===== config.mk =====
export PLATFORM = sky130hd
export DESIGN_NAME = serial_alu_seq_flat
export DESIGN_NICKNAME = d
export VERILOG_FILES = /design/src/rtl/alu_pkg.sv /design/src/rtl/serial_alu_seq_if.sv /design/src/rtl/serial_shift_reg.sv /design/src/rtl/serial_alu_seq.sv /design/src/flat_wrapper.sv
export SDC_FILE = /design/constraint.sdc
export NUM_CORES = 1
export LEC_CHECK = 0
export ABC_AREA = 0
export BUFFER_PORTS_ARGS = -buffer_cell sky130_fd_sc_hd__buf_2
export CAP_MARGIN = 20
export CORE_MARGIN = 2
export CORE_UTILIZATION = 40
export DETAILED_ROUTE_END_ITERATION = 16
export HOLD_SLACK_MARGIN = 0.12
export PLACE_DENSITY = 0.73
export SYNTH_ARGS = -nofsm -noshare
export SYNTH_HDL_FRONTEND = slang
export SYNTH_HIERARCHICAL = 1
export SYNTH_SLANG_ARGS = --single-unit

===== constraint.sdc =====
create_clock -name clk -period 2.2 [get_ports clk]
set_input_delay 0 -clock clk [delete_from_list [all_inputs] [get_ports clk]]
set_output_delay 0 -clock clk [all_outputs]
set_load 0.02 [all_outputs]

===== src/rtl/alu_pkg.sv =====
// Shared definitions for the bit-serial ALU sequencer.
//   op_t      : operation encodings seen on the op bus and the slice op bus
//   state_t   : sequencer FSM states
//   DEFAULT_WIDTH : default operand/result width
package alu_pkg;

  localparam int unsigned DEFAULT_WIDTH = 8;

  typedef enum logic [1:0] {
    OP_AND = 2'b00,
    OP_OR  = 2'b01,
    OP_ADD = 2'b10,
    OP_SLT = 2'b11
  } op_t;

  typedef enum logic [1:0] {
    S_IDLE,
    S_RUN,
    S_DONE
  } state_t;

endpackage


===== src/rtl/serial_alu_seq_if.sv =====
// Host-side handshake/bus bundle of the serial ALU sequencer.
//   slave  : sequencer side (takes request + operands, returns result/flags)
//   master : requester side
interface serial_alu_seq_if
  import alu_pkg::*;
#(
  parameter int WIDTH = DEFAULT_WIDTH
);
  logic             start;
  logic [WIDTH-1:0] A;
  logic [WIDTH-1:0] B;
  logic [1:0]       op;
  logic             A_invert;
  logic             B_invert;
  logic             carry_in;
  logic             busy;
  logic             done;
  logic [WIDTH-1:0] result;
  logic             carry_out;
  logic             overflow;
  logic             zero;

  modport slave (
    input  start, A, B, op, A_invert, B_invert, carry_in,
    output busy, done, result, carry_out, overflow, zero
  );

  modport master (
    output start, A, B, op, A_invert, B_invert, carry_in,
    input  busy, done, result, carry_out, overflow, zero
  );
endinterface


===== src/rtl/serial_shift_reg.sv =====
// Parallel-load, right-shift register with serial input at the MSB.
//   load/load_val : parallel load (priority over shift)
//   shift/ser_in  : shift right by one, ser_in enters at the MSB
//   q             : current contents
module serial_shift_reg #(
  parameter int WIDTH = 8
) (
  input  logic             clk,
  input  logic             rst_n,
  input  logic             load,
  input  logic [WIDTH-1:0] load_val,
  input  logic             shift,
  input  logic             ser_in,
  output logic [WIDTH-1:0] q
);
  logic [WIDTH-1:0] q_d, q_q;

  always_comb begin
    q_d = q_q;
    if (load)       q_d = load_val;
    else if (shift) q_d = {ser_in, q_q[WIDTH-1:1]};
  end

  always_ff @(posedge clk or negedge rst_n) begin
    if (!rst_n) q_q <= '0;
    else        q_q <= q_d;
  end

  assign q = q_q;
endmodule


===== src/rtl/serial_alu_seq.sv =====
// Bit-serial sequencer driving an external 1-bit ALU slice.
//   clk, rst_n : clock, async active-low reset
//   bus        : start/operands in, busy/done/result/flags out
//   slice_*    : one operand bit pair per RUN cycle to the slice (LSB first),
//                slice_result/slice_carry come back from it
// done pulses WIDTH+1 cycles after the accepting edge; result/flags are
// registered on the DONE->IDLE edge and hold until the next completion.
module serial_alu_seq
  import alu_pkg::*;
#(
  parameter int WIDTH = DEFAULT_WIDTH,
  parameter int CNT_W = $clog2(WIDTH)
) (
  input  logic                   clk,
  input  logic                   rst_n,
  serial_alu_seq_if.slave        bus,
  output logic                   slice_A,
  output logic                   slice_B,
  output logic                   slice_A_invert,
  output logic                   slice_B_invert,
  output logic                   slice_carry_in,
  output logic                   slice_Less,
  output logic [1:0]             slice_op,
  input  logic                   slice_result,
  input  logic                   slice_carry
);
  state_t           state_q, state_d;
  op_t              op_q, op_d;
  logic             a_inv_q, a_inv_d, b_inv_q, b_inv_d;
  logic             carry_q, carry_d;
  logic [CNT_W-1:0] cnt_q, cnt_d;
  logic             cin_msb_q, cin_msb_d, sum_msb_q, sum_msb_d;
  logic [WIDTH-1:0] result_q, result_d;
  logic             carry_out_q, carry_out_d, overflow_q, overflow_d;
  logic             zero_q, zero_d, done_q, done_d;

  logic             load, shift;
  logic [WIDTH-1:0] a_sr, b_sr, res_sr;
  logic             ovf, is_arith;
  logic [WIDTH-1:0] final_res;
  logic             unused_sr_bits;

  serial_shift_reg #(.WIDTH(WIDTH)) u_a_sr (
    .clk(clk), .rst_n(rst_n), .load(load), .load_val(bus.A),
    .shift(shift), .ser_in(1'b0), .q(a_sr)
  );
  serial_shift_reg #(.WIDTH(WIDTH)) u_b_sr (
    .clk(clk), .rst_n(rst_n), .load(load), .load_val(bus.B),
    .shift(shift), .ser_in(1'b0), .q(b_sr)
  );
  serial_shift_reg #(.WIDTH(WIDTH)) u_res_sr (
    .clk(clk), .rst_n(rst_n), .load(load), .load_val('0),
    .shift(shift), .ser_in(slice_result), .q(res_sr)
  );

  // Only the LSB of each operand register feeds the slice.
  assign unused_sr_bits = ^{a_sr[WIDTH-1:1], b_sr[WIDTH-1:1]};

  // Flag evaluation while in DONE: carry_q now holds the carry out of the MSB.
  always_comb begin
    is_arith  = op_q[1];
    ovf       = cin_msb_q ^ carry_q;
    final_res = (op_q == OP_SLT) ? WIDTH'(sum_msb_q ^ ovf) : res_sr;
  end

  always_comb begin
    state_d     = state_q;
    op_d        = op_q;
    a_inv_d     = a_inv_q;
    b_inv_d     = b_inv_q;
    carry_d     = carry_q;
    cnt_d       = cnt_q;
    cin_msb_d   = cin_msb_q;
    sum_msb_d   = sum_msb_q;
    result_d    = result_q;
    carry_out_d = carry_out_q;
    overflow_d  = overflow_q;
    zero_d      = zero_q;
    done_d      = 1'b0;
    load        = 1'b0;
    shift       = 1'b0;
    unique case (state_q)
      S_IDLE: begin
        if (bus.start) begin
          load  = 1'b1;
          op_d  = op_t'(bus.op);
          cnt_d = '0;
          if (op_t'(bus.op) == OP_SLT) begin
            // SLT runs as A - B through the slice
            a_inv_d = 1'b0;
            b_inv_d = 1'b1;
            carry_d = 1'b1;
          end else begin
            a_inv_d = bus.A_invert;
            b_inv_d = bus.B_invert;
            carry_d = bus.carry_in;
          end
          state_d = S_RUN;
        end
      end
      S_RUN: begin
        shift   = 1'b1;
        carry_d = slice_carry;
        cnt_d   = cnt_q + 1'b1;
        if (cnt_q == CNT_W'(WIDTH-1)) begin
          cin_msb_d = carry_q;
          sum_msb_d = slice_result;
          state_d   = S_DONE;
        end
      end
      S_DONE: begin
        result_d    = final_res;
        carry_out_d = is_arith & carry_q;
        overflow_d  = is_arith & ovf;
        zero_d      = (final_res == '0);
        done_d      = 1'b1;
        state_d     = S_IDLE;
      end
      default: state_d = S_IDLE;
    endcase
  end

  always_ff @(posedge clk or negedge rst_n) begin
    if (!rst_n) begin
      state_q     <= S_IDLE;
      op_q        <= OP_AND;
      a_inv_q     <= 1'b0;
      b_inv_q     <= 1'b0;
      carry_q     <= 1'b0;
      cnt_q       <= '0;
      cin_msb_q   <= 1'b0;
      sum_msb_q   <= 1'b0;
      result_q    <= '0;
      carry_out_q <= 1'b0;
      overflow_q  <= 1'b0;
      zero_q      <= 1'b0;
      done_q      <= 1'b0;
    end else begin
      state_q     <= state_d;
      op_q        <= op_d;
      a_inv_q     <= a_inv_d;
      b_inv_q     <= b_inv_d;
      carry_q     <= carry_d;
      cnt_q       <= cnt_d;
      cin_msb_q   <= cin_msb_d;
      sum_msb_q   <= sum_msb_d;
      result_q    <= result_d;
      carry_out_q <= carry_out_d;
      overflow_q  <= overflow_d;
      zero_q      <= zero_d;
      done_q      <= done_d;
    end
  end

  assign bus.busy      = (state_q == S_RUN);
  assign bus.done      = done_q;
  assign bus.result    = result_q;
  assign bus.carry_out = carry_out_q;
  assign bus.overflow  = overflow_q;
  assign bus.zero      = zero_q;

  assign slice_A        = (state_q == S_RUN) & a_sr[0];
  assign slice_B        = (state_q == S_RUN) & b_sr[0];
  assign slice_carry_in = (state_q == S_RUN) & carry_q;
  assign slice_A_invert = a_inv_q;
  assign slice_B_invert = b_inv_q;
  assign slice_Less     = 1'b0;
  assign slice_op       = (op_q == OP_SLT) ? OP_ADD : op_q;
endmodule


===== src/flat_wrapper.sv =====
// flat-port wrapper written by rule: the top's interface ports become plain ports
module serial_alu_seq_flat import alu_pkg::*;
#(
  parameter int WIDTH = DEFAULT_WIDTH,
  parameter int CNT_W = $clog2(WIDTH)
)
  (clk, rst_n, slice_A, slice_B, slice_A_invert, slice_B_invert, slice_carry_in, slice_Less, slice_op, slice_result, slice_carry, bus_start, bus_A, bus_B, bus_op, bus_A_invert, bus_B_invert, bus_carry_in, bus_busy, bus_done, bus_result, bus_carry_out, bus_overflow, bus_zero);
  serial_alu_seq_if #(.WIDTH(WIDTH)) bus_i ();
  input  logic clk;
  input  logic rst_n;
  output logic slice_A;
  output logic slice_B;
  output logic slice_A_invert;
  output logic slice_B_invert;
  output logic slice_carry_in;
  output logic slice_Less;
  output logic [1:0] slice_op;
  input  logic slice_result;
  input  logic slice_carry;
  input wire logic [$bits(bus_i.start)-1:0] bus_start;
  input wire logic [$bits(bus_i.A)-1:0] bus_A;
  input wire logic [$bits(bus_i.B)-1:0] bus_B;
  input wire logic [$bits(bus_i.op)-1:0] bus_op;
  input wire logic [$bits(bus_i.A_invert)-1:0] bus_A_invert;
  input wire logic [$bits(bus_i.B_invert)-1:0] bus_B_invert;
  input wire logic [$bits(bus_i.carry_in)-1:0] bus_carry_in;
  output wire logic [$bits(bus_i.busy)-1:0] bus_busy;
  output wire logic [$bits(bus_i.done)-1:0] bus_done;
  output wire logic [$bits(bus_i.result)-1:0] bus_result;
  output wire logic [$bits(bus_i.carry_out)-1:0] bus_carry_out;
  output wire logic [$bits(bus_i.overflow)-1:0] bus_overflow;
  output wire logic [$bits(bus_i.zero)-1:0] bus_zero;
  assign bus_i.start = bus_start;
  assign bus_i.A = bus_A;
  assign bus_i.B = bus_B;
  assign bus_i.op = bus_op;
  assign bus_i.A_invert = bus_A_invert;
  assign bus_i.B_invert = bus_B_invert;
  assign bus_i.carry_in = bus_carry_in;
  assign bus_busy = bus_i.busy;
  assign bus_done = bus_i.done;
  assign bus_result = bus_i.result;
  assign bus_carry_out = bus_i.carry_out;
  assign bus_overflow = bus_i.overflow;
  assign bus_zero = bus_i.zero;
  serial_alu_seq #(.WIDTH(WIDTH), .CNT_W(CNT_W)) u_core (.clk(clk), .rst_n(rst_n), .bus(bus_i), .slice_A(slice_A), .slice_B(slice_B), .slice_A_invert(slice_A_invert), .slice_B_invert(slice_B_invert), .slice_carry_in(slice_carry_in), .slice_Less(slice_Less), .slice_op(slice_op), .slice_result(slice_result), .slice_carry(slice_carry));
endmodule

==> impl_metrics.py <==
metrics = {
    "cells_and_area": {
        "diodes": 0,
        "fill_cells": 505,
        "fin_util_pct": 51.9,
        "final_common_cell": "dfrtp_1",
        "fin_nets": 307,
        "area_growth_syn_to_layout_pct": 27.4,
        "layout_common_cells": "dfrtp_1, buf_2, nand2_1",
        "drive_gt1_share_pct": 23.5,
    },
    "timing": {
        "finalSetupTns_ns": 0,
        "slew_headroom_pct": 53.1,
        "post-route-period-util_pct": 91.3,
        "tightest_slew_ns": 0.704,
        "fmax_ghz": 0.498,
        "fin_crit_ns": 2.01,
        "fin_skew_ns": 0.00203,
        "hold_viol": 0,
        "drv_slew": 0,
        "rsz0062_at_grt": "false",
        "whs_ns": 0.245,
        "setup_viol": 0,
    },
    "synth": {
        "syn_avg_cell_area_sq_um": 11.1,
        "yosys_register_bits": 48,
        "ys_seq_area_share_pct": 54.5,
        "syn_area_sq_um": 2200,
        "synthesis.instances": 199,
        "ys_warn_count": 6,
        "yosysUniqueCellTypes": 33,
    },
    "setup_path": {
        "required_ns": 2.43,
        "cp_slowest_cell": "dlygate4sd3_1",
        "slowest_delay_ns": 0.56,
        "critical_path_class": "flop to flop",
        "arrival_ns": 2.24,
        "endpoint_kind": "flop",
        "startpoint_type": "flop",
        "reg2reg_setup_slack_ns": 0.19,
        "crit_chain": "or3b_4 > inv_1 > buf_4 > nand3_1 > dlygate4sd3_1 > nand2_1",
        "critPathMaxFanout": 22,
    },
    "grt": {
        "grt_pass1_vias": 1576,
        "grt_first_pass_wirelength_mm": 7.08,
        "gr-total-overflow": 0,
        "track_usage_pct": 14.6,
        "antenna_found_initial": 0,
        "grt_max_degree": 34,
    },
    "clocking": {
        "clkTransAtPathRegs_ns": 0.07,
        "cts_buffers": 5,
        "cts_tree": "done",
        "postCtsHoldBufs": 25,
        "htreeDepth": 2,
        "post-cts-setup-buffers": 0,
        "numClockSinks": 48,
        "insertion_delay_ns": 0.28,
        "cts_max_path_buffers": 2,
        "root_buffer": "clkbuf_8",
        "cts_resized": 0,
    },
    "routing": {
        "dr.pass1.iters": 4,
        "drc": 0,
        "drtAntennaViolNets": 0,
        "wl_per_cell_um": 11.7,
        "viasPerCell": 4.61,
        "drt_iter0_drc": 60,
        "wirelength_mm": 4.09,
        "via_count": 1610,
    },
    "floorplanning": {
        "num_io_pins": 47,
        "coreArea_sq_um": 5410,
        "start_util_pct": 40.8,
        "chipHeight_um": 78.2,
        "dieArea_sq_um": 6120,
        "chipWidth_um": 78.2,
        "rows": 27,
    },
    "pwr": {
        "p_sw_w": 0.00144,
        "seqPwrFrac_pct": 42.6,
        "swShare_pct": 38.4,
        "powerDensity_nw_per_um2": 1340,
        "vdd_drop_max_mv": 0.722,
        "p_int_w": 0.00231,
        "pwr-share-comb_pct": 45.3,
        "clockPowerShare_pct": 12.1,
        "leakage_nw": 1.43,
    },
    "hold_path": {
        "hold_path_class": "primary input to flop",
    },
    "placement": {
        "hpwlAfterDp_mm": 2.85,
        "numPortBuffers": 45,
        "gp_congestion": 0.744,
    },
    "status": {
        "outcome": "finished clean",
    },
    "run": {
        "drv_cap": 0,
    },
}
[path summary, 6_finish.rpt]
kind,start,cells past startpoint,endpoint
min in group asynchronous,rst_n,2,u_core/bus.result[3]
hold reg to reg,u_core/slice_A_invert,2,u_core/slice_A_invert
hold / removal,bus_start,3,u_core/slice_B_invert
setup / recovery,u_core/state_q[0],6,u_core/slice_A_invert
max in group asynchronous,rst_n,3,u_core/u_a_sr/q[4]
setup reg to reg,u_core/state_q[0],6,u_core/slice_A_invert
[state kept, by name, indices dropped and copies added (netlist names)]
name	cells
u_core/bus.overflow	1
u_core/slice_B_invert	1
u_core/sum_msb_q	1
u_core/slice_A_invert	1
u_core/bus.result	8
u_core/carry_q	1
u_core/cin_msb_q	1
u_core/bus.carry_out	1
u_core/bus.zero	1
u_core/state_q	2
u_core/op_q	2
u_core/u_b_sr/q	8
u_core/u_res_sr/q	8
u_core/cnt_q	3
u_core/bus.done	1
u_core/u_a_sr/q	8
[kinds of logic after synthesis]
kind of cell | share of synthesized area [%]
XOR/XNOR | 1.48
flip-flops | 54.5
AO/OA/AOI/OAI | 11.5
multiplexers | 12.4
other | 0.170
adder cells (fa/ha/maj) | 1.13
buffers and inverters | 5.73
AND/OR/NAND/NOR | 13.1
[power groups by stage]
stage | clock (W) | sequential (W) | combinational, W
after floorplan | 0 | 0.00169 | 0.00120
after global placement | 0 | 0.00161 | 0.00163
after detailed placement | 0 | 0.00162 | 0.00167
after CTS | 0.000471 | 0.00160 | 0.00172
after global routing | 0.000517 | 0.00167 | 0.00187
final | 0.000453 | 0.00160 | 0.00170
[per-stage QoR]
stage	power, W	setup WS (ns)	cell area (sq um)	cells
CTS	0.00380	0.191	2810	349
global placement	0.00324	0.750	2490	319
floorplan	0.00289	0.625	2240	209
finish	0.00375	0.191	2810	349
global route	0.00406	0.0603	2810	349
detailed placement	0.00330	0.717	2490	319
[worst max-delay path: cells and delay by family (launching register included)]
family        cells  cell delay [ns]
buf+inv           3             0.89
flops             1             0.42
simple gates      3             0.63
[final cells by class]
type | count | area (sq um) | area share, %
well taps | 72 | 90.1 | 3.21
multi-input cells | 146 | 915 | 32.6
flip-flops and latches | 48 | 1200 | 42.8
repair buffers | 74 | 518 | 18.4
inverters | 4 | 15.0 | 0.535
clock buffers | 5 | 68.8 | 2.45
[cell usage after synthesis (all sizes together)]
master / number / area share, %
a21o: 1 / 0.34
a21oi: 2 / 0.45
a22o: 7 / 2.8
a31o: 1 / 0.40
and2: 5 / 1.6
buf: 8 / 3.9
clkbuf: 3 / 1.1
conb: 1 / 0.17
dfrtp: 48 / 54
ha: 2 / 1.1
inv: 4 / 0.68
mux2: 2 / 1.0
mux2i: 25 / 11
nand2: 45 / 7.7
nand2b: 2 / 0.91
nand3: 5 / 1.1
nor2: 1 / 0.51
nor2b: 1 / 0.28
nor3: 1 / 0.23
nor4: 1 / 0.28
o211ai: 1 / 0.57
o21ai: 30 / 7.0
or3b: 1 / 0.51
xor2: 1 / 0.40
xor3: 1 / 1.1
[layer usage]
metal	vias to the layer above	part of all wire, %	global-route usage (%)
met4	0	1.7	5.44
met5	-	0	0
met2	38	48	25.2
li1	826	-	-
met1	736	46	18.0
met3	10	4.4	3.22
No activity file was read; power rests on OpenSTA's default activity.
